===== src/rtl/mem_stage_hs.sv =====
// rtl/mem_stage_hs.sv - pipeline memory stage with request/acknowledge bus handshake
// Generates byte strobes, aligns and extends loads, and reports misalignment and bus faults.
module mem_stage_hs #(
  parameter int XLEN    = 32,
  parameter int WB_W    = 22,
  parameter int TIMEOUT = 0
) (
  input  logic              clk,
  input  logic              rst_n,
  input  logic              valid_in,
  input  logic              exception_in,
  input  logic [3:0]        ecause_in,
  input  logic              load_in,
  input  logic              store_in,
  input  logic [1:0]        size_in,
  input  logic              signed_in,
  input  logic [XLEN-1:0]   addr_in,
  input  logic [XLEN-1:0]   store_data_in,
  input  logic [XLEN-1:0]   pc_in,
  input  logic [XLEN-1:0]   alu_data_in,
  input  logic [WB_W-1:0]   wb_ctrl_in,
  input  logic              stall_in,
  input  logic              invalidate,
  output logic              busy,
  output logic              bus_req,
  output logic              bus_we,
  output logic [XLEN-1:0]   bus_addr,
  output logic [XLEN-1:0]   bus_wdata,
  output logic [XLEN/8-1:0] bus_strb,
  input  logic              bus_ack,
  input  logic              bus_err,
  input  logic [XLEN-1:0]   bus_rdata,
  output logic              valid_out,
  output logic              exception_out,
  output logic [3:0]        ecause_out,
  output logic [XLEN-1:0]   pc_out,
  output logic [XLEN-1:0]   alu_data_out,
  output logic [XLEN-1:0]   load_data_out,
  output logic [WB_W-1:0]   wb_ctrl_out
);

  localparam int SW = XLEN / 8;
  localparam int LW = $clog2(SW);
  localparam logic [31:0] TO_LAST = 32'(TIMEOUT - 1);

  typedef enum logic [1:0] {IDLE, ACCESS, HOLD} state_t;
  state_t state, state_next;

  logic [LW-1:0]   lane;
  logic            is_mem, aligned, start, misal;
  logic            to_hit, ack_eff, err_eff, fault, v_new;
  logic [31:0]     to_cnt;
  logic            kill_q, hold_err;
  logic            acc_load_q, acc_signed_q;
  logic [1:0]      acc_size_q;
  logic [LW-1:0]   acc_lane_q;
  logic [XLEN-1:0] hold_data, load_aligned;
  logic [SW-1:0]   strb_base;

  function automatic logic [XLEN-1:0] align_load(input logic [XLEN-1:0] rdata,
                                                 input logic [LW-1:0] ln,
                                                 input logic [1:0] sz,
                                                 input logic sg);
    logic [XLEN-1:0] sh;
    int msb;
    sh = rdata >> {ln, 3'b000};
    case (sz)
      2'd0:    msb = 7;
      2'd1:    msb = 15;
      2'd2:    msb = 31;
      default: msb = XLEN - 1;
    endcase
    for (int i = 0; i < XLEN; i++)
      if (i > msb) sh[i] = sg & sh[msb];
    return sh;
  endfunction

  assign lane   = addr_in[LW-1:0];
  assign is_mem = load_in | store_in;

  always_comb begin
    aligned = 1'b1;
    case (size_in)
      2'd0:    aligned = 1'b1;
      2'd1:    aligned = ~addr_in[0];
      2'd2:    aligned = (addr_in[1:0] == 2'b00);
      default: aligned = (XLEN == 64) && (addr_in[2:0] == 3'b000);
    endcase
  end

  always_comb begin
    strb_base = SW'(1);
    case (size_in)
      2'd0:    strb_base = SW'(1);
      2'd1:    strb_base = SW'(3);
      2'd2:    strb_base = SW'(15);
      default: strb_base = SW'(255);
    endcase
  end

  assign start = (state == IDLE) && valid_in && !exception_in && is_mem && aligned
                 && !invalidate && !stall_in;
  assign misal = !exception_in && is_mem && !aligned;

  // A timeout behaves as an errored ack so the faulting instruction retires normally.
  assign to_hit  = (TIMEOUT != 0) && (state == ACCESS) && !bus_ack && (to_cnt == TO_LAST);
  assign ack_eff = (state == ACCESS) && (bus_ack || to_hit);
  assign err_eff = bus_ack ? bus_err : 1'b1;
  assign fault   = (state == HOLD) ? hold_err : ((state == ACCESS) && err_eff);
  assign v_new   = valid_in && !invalidate && !kill_q;

  assign load_aligned = align_load(bus_rdata, acc_lane_q, acc_size_q, acc_signed_q);

  // HOLD releases upstream in the cycle the held result retires, like the ack cycle of ACCESS.
  always_comb begin
    state_next = state;
    busy       = 1'b0;
    case (state)
      IDLE: begin
        busy = start;
        if (start) state_next = ACCESS;
      end
      ACCESS: begin
        busy = !ack_eff;
        if (ack_eff) state_next = stall_in ? HOLD : IDLE;
      end
      HOLD: begin
        busy = stall_in;
        if (!stall_in) state_next = IDLE;
      end
      default: state_next = IDLE;
    endcase
  end

  always_ff @(posedge clk or negedge rst_n) begin
    if (!rst_n) state <= IDLE;
    else        state <= state_next;
  end

  always_ff @(posedge clk or negedge rst_n) begin
    if (!rst_n) begin
      bus_req      <= 1'b0;
      bus_we       <= 1'b0;
      bus_addr     <= '0;
      bus_wdata    <= '0;
      bus_strb     <= '0;
      acc_load_q   <= 1'b0;
      acc_signed_q <= 1'b0;
      acc_size_q   <= 2'd0;
      acc_lane_q   <= '0;
    end else if (start) begin
      bus_req      <= 1'b1;
      bus_we       <= store_in;
      bus_addr     <= {addr_in[XLEN-1:LW], {LW{1'b0}}};
      bus_wdata    <= store_data_in << {lane, 3'b000};
      bus_strb     <= strb_base << lane;
      acc_load_q   <= load_in;
      acc_signed_q <= signed_in;
      acc_size_q   <= size_in;
      acc_lane_q   <= lane;
    end else if (ack_eff) begin
      bus_req <= 1'b0;
    end
  end

  always_ff @(posedge clk or negedge rst_n) begin
    if (!rst_n) begin
      to_cnt    <= '0;
      kill_q    <= 1'b0;
      hold_data <= '0;
      hold_err  <= 1'b0;
    end else begin
      to_cnt <= (state == ACCESS && !ack_eff) ? to_cnt + 32'd1 : 32'd0;
      kill_q <= (state_next != IDLE) && (kill_q || (state != IDLE && invalidate));
      if (ack_eff && stall_in) begin
        hold_data <= load_aligned;
        hold_err  <= err_eff;
      end
    end
  end

  always_ff @(posedge clk or negedge rst_n) begin
    if (!rst_n) begin
      valid_out     <= 1'b0;
      exception_out <= 1'b0;
      ecause_out    <= 4'd0;
      pc_out        <= '0;
      alu_data_out  <= '0;
      load_data_out <= '0;
      wb_ctrl_out   <= '0;
    end else if (stall_in) begin
      valid_out     <= valid_out && !invalidate && !kill_q;
      exception_out <= exception_out && !invalidate && !kill_q;
    end else if (busy) begin
      valid_out     <= 1'b0;
      exception_out <= 1'b0;
    end else begin
      valid_out     <= v_new;
      exception_out <= v_new && (exception_in || misal || fault);
      if (exception_in)  ecause_out <= ecause_in;
      else if (misal)    ecause_out <= load_in ? 4'd4 : 4'd6;
      else if (fault)    ecause_out <= acc_load_q ? 4'd5 : 4'd7;
      else               ecause_out <= 4'd0;
      pc_out        <= pc_in;
      alu_data_out  <= alu_data_in;
      wb_ctrl_out   <= wb_ctrl_in;
      load_data_out <= (state == HOLD) ? hold_data : load_aligned;
    end
  end

endmodule


===== config.mk =====
export PLATFORM = sky130hd
export DESIGN_NAME = mem_stage_hs
export DESIGN_NICKNAME = d
export VERILOG_FILES = /design/src/rtl/mem_stage_hs.sv
export SDC_FILE = /design/constraint.sdc
export NUM_CORES = 1
export LEC_CHECK = 0
export CORE_AREA = 2 2 151 153
export CTS_BUF_LIST = sky130_fd_sc_hd__clkbuf_2 sky130_fd_sc_hd__clkbuf_4 sky130_fd_sc_hd__clkbuf_8
export DETAILED_ROUTE_END_ITERATION = 8
export DIE_AREA = 0 0 153 155
export DONT_BUFFER_PORTS = 1
export HOLD_SLACK_MARGIN = 0.02
export SLEW_MARGIN = 20
export SYNTH_ARGS = -nofsm -noshare
export SYNTH_HDL_FRONTEND = slang
export SYNTH_SLANG_ARGS = --single-unit

===== constraint.sdc =====
create_clock -name clk -period 2.3 [get_ports clk]
set_input_delay 0.46 -clock clk [delete_from_list [all_inputs] [get_ports clk]]
set_output_delay 0.46 -clock clk [all_outputs]
set_load 0.01 [all_outputs]

# Word level (Yosys, flattened, before mapping)
# Cells that the tools add are included.
classes:
  n_addsub: 0
  mul: 0
  n_div: 0
  order_cmp: 33
  eq_ne: 5
  n_shift: 3
  muxes: 151
  n_bitwise: 36
  n_reduce_logical: 37
ops:
  columns: ["cell", "count"]
  rows:
  - ["greater-than comparator 6 x 32 -> 1 bit, first input constant", 16]
  - ["greater-than comparator 5 x 32 -> 1 bit, first input constant", 8]
  - ["binary-select mux 1 bit (select 5 bit)", 32]
  - ["greater-than comparator 4 x 32 -> 1 bit, first input constant", 4]
  - ["two-way mux 1 bit", 104]
  - ["greater-than comparator 3 x 32 -> 1 bit, first input constant", 2]
  - ["AND 1 bit", 32]
  - ["greater-than comparator 1 x 32 -> 1 bit, first input constant", 1]
  - ["greater-than comparator 2 x 32 -> 1 bit, first input constant", 1]
  - ["< comparator 32 x 7 -> 1 bit, second input constant", 1]
  - ["two-way mux 32 bit", 1]
  - ["left shift 32 x 5 -> 32 bit", 1]
  - [">> shifter 32 x 5 -> 32 bit", 1]
  - ["logical AND 1 bit", 20]
  - ["two-way mux 2 bit", 6]
  - ["case mux 5 bit (2 select lines)", 1]
  - ["logical NOT 2 bit", 4]
  - ["case mux 4 bit (2 select lines)", 1]
  - ["equality test 2 x 1 -> 1 bit, second input constant", 3]
  - ["logical NOT 1 bit", 6]
  - ["two-way mux 3 bit", 2]
  - ["case mux 1 bit (3 select lines)", 2]
  - ["case mux 2 bit (3 select lines)", 1]
  - ["nonzero test 2 bit", 3]
  - ["7 further kinds", 12]
word_totals:
  register_bits: 234
  latchBits: 0
  ram_bits: 0
  mem_bits_ro: 0
  elab_cells: 285
  memories: 0

# Longest topological paths before layout
# Gate-level depths: netlist (run 1).
logic_depth:
  depth_word: 163
  depth_mapped: 9

# Worst setup path after synthesis (run 1)
# OpenSTA, ideal clock, no wires.
synth_timing:
  path_kind: "input -> output"
  startpoint: "input port exception_in"
  endpoint: "output port busy"
  arrival_time_ps: 1755
  t_required_ps: 1840
  path_slack_ps: 85
  path_stages: 8
  n_path_buf: 4
  cell_sequence: "buf_4 > nor3_4 > o221ai_2 > or3_1 > buf_2 > buf_6 > buf_6 > nand3_1"
synth_between:
  elab_chain_cells: 7
synth_lines:
  columns: ["item", "line_no", "text"]
  rows:
  - ["start, declared", "11", "input logic exception_in,"]
  - ["logical NOT 1 bit", "101", "assign start = (state == IDLE) && valid_in && !exception_in && is_mem && aligned"]
  - ["logical AND 1 bit (3 in series)", "101", null]
  - ["logical AND 1 bit (2 in series)", "102", "&& !invalidate && !stall_in;"]
  - ["case mux 1 bit (3 select lines)", "118", "case (state)"]
  - ["end, declared", "24", "output logic busy,"]
# No other way between the ends.

# Worst setup path in the final report (run 1)
layout_timing:
  startpoint: "register state[1]"
  endpoint: "output port busy"
layout_between:
  elab_chain_cells: 8
layout_lines:
  columns: ["item", "line_no", "text"]
  rows:
  - ["start, declared", "47", "state_t state, state_next;"]
  - ["start signal, assigned", "137", "else state <= state_next;"]
  - ["logical NOT 2 bit", "101, 118", null]
  - ["logical AND 1 bit (4 in series)", "101", null]
  - ["logical AND 1 bit (2 in series)", "102", null]
  - ["case mux 1 bit (3 select lines) *", "118", null]
# Mark *: on every way between the ends. The rest lies on a longest branch, timed or not.

==> summary.md, run 1 <==
| Metric | Value |
|---|---|
| Slew Limit Fails | `0` |
| DIE AREA | `roughly 0.024 mm2` |
| FFs w/ async S/R, synth | `100%` |
| Min Tclk post-route | `2.22 ns` |
| Status | `finished with violations` |
| Highest-count cells in the layout ignoring fill and taps | `nand2_1, dfrtp_1, nor2_1` |
| Clock Sinks | `around 230` |
| Worst Path Required | `approximately 1.8 ns` |
| Buf+Inv Stages, Crit Path | `0` |
| Mapped Area | `approximately 0.011 mm2` |
| Fill cell count | `~2000` |
| Worst-path clk slew | `~0.07 ns` |
| Crit end category | `output pin` |
| Clock Latency Late Sink | `between 0.5 and 0.6 ns` |
| Total of max-cap violations | `0` |
| Pin count of the biggest net entering global routing | `~240` |
| Number of vias per cell | `5.38` |
| Grt ovf | `0` |
| Final Hold Vio Count | `234` |
| FMAX | `0.451 GHz` |
| #FFs+latches synth | `~230` |
| Hold Crit Class | `in2async` |
| Initial antenna violation count | `2` |
| Vias in the first global route | `7985` |
| Sequential cell area fraction in the yosys report | `~56%` |
| Cell area power density | `938 mW/mm2` |
| Routed len/inst | `between 15 and 20 um` |
| Starting Density | `a little under half` |
| Hold Worst Slack | `-0.348 ns` |
| Number of flops mapped to enable cells by yosys | `0` |
| Core area | `between 0.02 and 0.025 mm2` |
| First-pass GRT wire length | `around 45 mm` |
| CTS Root Cell | `clkbuf_8` |
| Syn avg cell area | `between 9 and 10 um2` |
| Ys flop type | `dfrtp_1` |
| Critical path's top delay family | `simple AND/OR/NAND/NOR gates` |
| Tcrit/Tclk final | `96.3%` |
| CP Class | `reg2out` |
| Antenna-violating nets left | `0` |
| Hold-fix buffers, CTS | `55` |
| Routed WL | `about 29 mm` |
| Most common cell after layout, fill and taps aside | `nand2_1` |
| Distinct cells, synth | `46` |
| DP HPWL | `about 19 mm` |
| Die width | `between 150 and 200 um` |
| RSZ-0062 raised after global routing | `true` |
| Leakage Power | `0.00599 uW` |
| Slew @ Worst Pin | `slightly below 0.8 ns` |
| Critical path peak fanout | `3` |
| Setup TNS | `0 ns` |
| Io pins | `around 390` |
| Worst path max stage delay | `0.43 ns` |
| CTS max path bufs | `3` |
| Failing checks | `negative hold slack` |
| Placement Rows | `55` |
| Place WS | `0.192 ns` |
| R2r worst-path depth | `7` |
| Startpoint class of the critical path | `flop` |
| Total track usage | `between 20% and 30%` |
| DRC | `0` |
| Finished Core Util | `54.9%` |
| Crit path DAT | `roughly 1.8 ns` |
| Number of detailed-route iterations in the first pass | `5` |
| Routability cong. | `about 0.85` |
| Critical path cell sequence | `nor3_4, o221ai_4, or3_4, nand3_4` |
| Final setup vio count | `0` |
| DR iter-0 viols | `between 500 and 600` |
| Number of port buffers | `0` |
| Max stage delay cell, worst path | `dfrtp_2` |
| Die height | `about 160 um` |
| Slew HR | `roughly half` |
| Max IR drop VDD | `0.533 mV` |
| Skew final | `0.0261 ns` |
| Max H-tree Level | `2` |
| Syn. warnings | `0` |
| TritonCTS clock tree | `yes` |
| Cts bufs inserted | `41` |
| Post-Syn Instances | `1154` |
| Flop-to-flop setup slack | `between 0.2 and 0.3 ns` |
| Final worst slack | `approximately 0.084 ns` |
| Layout cells sized above 1 | `between 10% and 20%` |
| Syn-to-layout area delta | `15.7%` |
| Post-layout nets | `about 1400` |
| R2r endpoint | `load_data_out[31]` |
| Reg2reg start | `state[0]` |
| Vias | `8117` |
metal layers:
metal  GRT usage, %  vias to the layer above  share of wire (%)
li1               -                     3861                  -
met1           29.3                     3862                 40
met2           38.0                      342                 48
met3           8.44                       52                9.3
met4           7.67                        0                2.7
met5              0                        -                  0
layout make-up:
type	count	area, um2	share of cell area [%]
Clock buffer	63	817	6.70
Multi-Input combinational cell	830	4230	34.7
Clock inverter	7	66.3	0.544
Timing Repair Buffer	81	833	6.83
Sequential cell	234	5860	48.0
Inverter	8	30.0	0.246
Tap cell	285	357	2.92
Antenna cell	2	5.00	0.0410
Yosys cell counts, types with 2 or more instances:
cell type,count,area [um2]
nand2_1,478,1790
dfrtp_1,234,5860
nor2_1,66,248
buf_2,39,195
a21oi_1,36,180
mux2i_1,31,310
mux2_2,26,293
nand3_1,25,125
a31oi_1,24,150
nor3_1,21,105
clkbuf_1,19,71.3
and3_1,17,106
a211oi_1,15,113
nor2b_1,13,81.3
buf_6,11,124
o21ai_0,11,55.1
a211oi_2,10,125
o21ai_1,10,50.1
o31ai_2,9,113
buf_4,8,60.1
inv_1,8,30.0
o221ai_1,7,61.3
buf_1,5,18.8
nand2b_1,5,31.3
a22oi_1,2,15.0
o21a_1,2,15.0
o21ai_2,2,17.5
o311ai_0,2,17.5
worst max path at each step:
stage	startpoint	end	slack, ns	cells past startpoint
6_report	state[1]	busy	0.08	4
5_1_grt	state[1]	busy	-0.01	4
4_1_cts	state[0]	busy	0.02	4
3_5_place_dp	addr_in[1]	busy	0.19	4
3_3_place_gp	addr_in[1]	busy	0.21	4
2_1_floorplan	exception_in	busy	0.08	8
metrics by stage:
step	power [uW]	instance area, um2	cells
floorplan	6910	10500	1155
global placement	7310	10700	1379
detailed placement	7360	10700	1379
CTS	11600	12200	1506
global route	12100	12200	1509
finish	11400	12200	1510
worst register-to-register path, stage by stage (launching register included):
cell and delay, ns:
dfrtp_2 0.44, buf_4 0.16, nor3b_1 0.14, nor2_1 0.26, o21a_4 0.33, buf_12 0.25
and3_1 0.24, a211oi_2 0.07
report_power, final:
group / switching (uW) / total, uW / internal [uW]
registers: 863 / 5730 / 4860
logic: 889 / 1650 / 757
clock network: 1700 / 4070 / 2370
total: 3450 / 11400 / 7990
state kept, by name (all words and copies together), names as in the netlist, 4 cells and up:
signal,flops
bus_wdata,32
alu_data_out,32
hold_data,32
wb_ctrl_out,22
bus_strb,4
bus_addr,30
ecause_out,4
pc_out,32
load_data_out,32
what timing repair did:
item	in CTS	in global routing
hold endpoints to repair	298	234
endpoints found under the setup margin	1	1
resized for setup	5	1
buffers inserted	2	2
logic make-up (layout without fill, tap and decap cells):
group                  count (synthesis)  after routing  share of synthesized area, %
AO/OA/AOI/OAI                        137            137                          9.26
buffers and inverters                 91            159                          4.79
flip-flops                           234            234                          55.6
multiplexers                          58             58                          5.94
other                                  1              4                        0.0356
AND/OR/NAND/NOR                      633            633                          24.4
(Power assumes the default switching activity.)
==> inputs of run 2 (changes only) <==
--- a/config.mk
+++ b/config.mk
@@ -5,6 +5,7 @@
 export SDC_FILE = /design/constraint.sdc
 export NUM_CORES = 1
 export LEC_CHECK = 0
+export ABC_CLOCK_PERIOD_IN_PS = 2300
 export CORE_AREA = 2 2 151 153
 export CTS_BUF_LIST = sky130_fd_sc_hd__clkbuf_2 sky130_fd_sc_hd__clkbuf_4 sky130_fd_sc_hd__clkbuf_8
 export DETAILED_ROUTE_END_ITERATION = 8
==> results of run 2 <==
The final DEF is identical to that of run 1; final timing and power are the same.
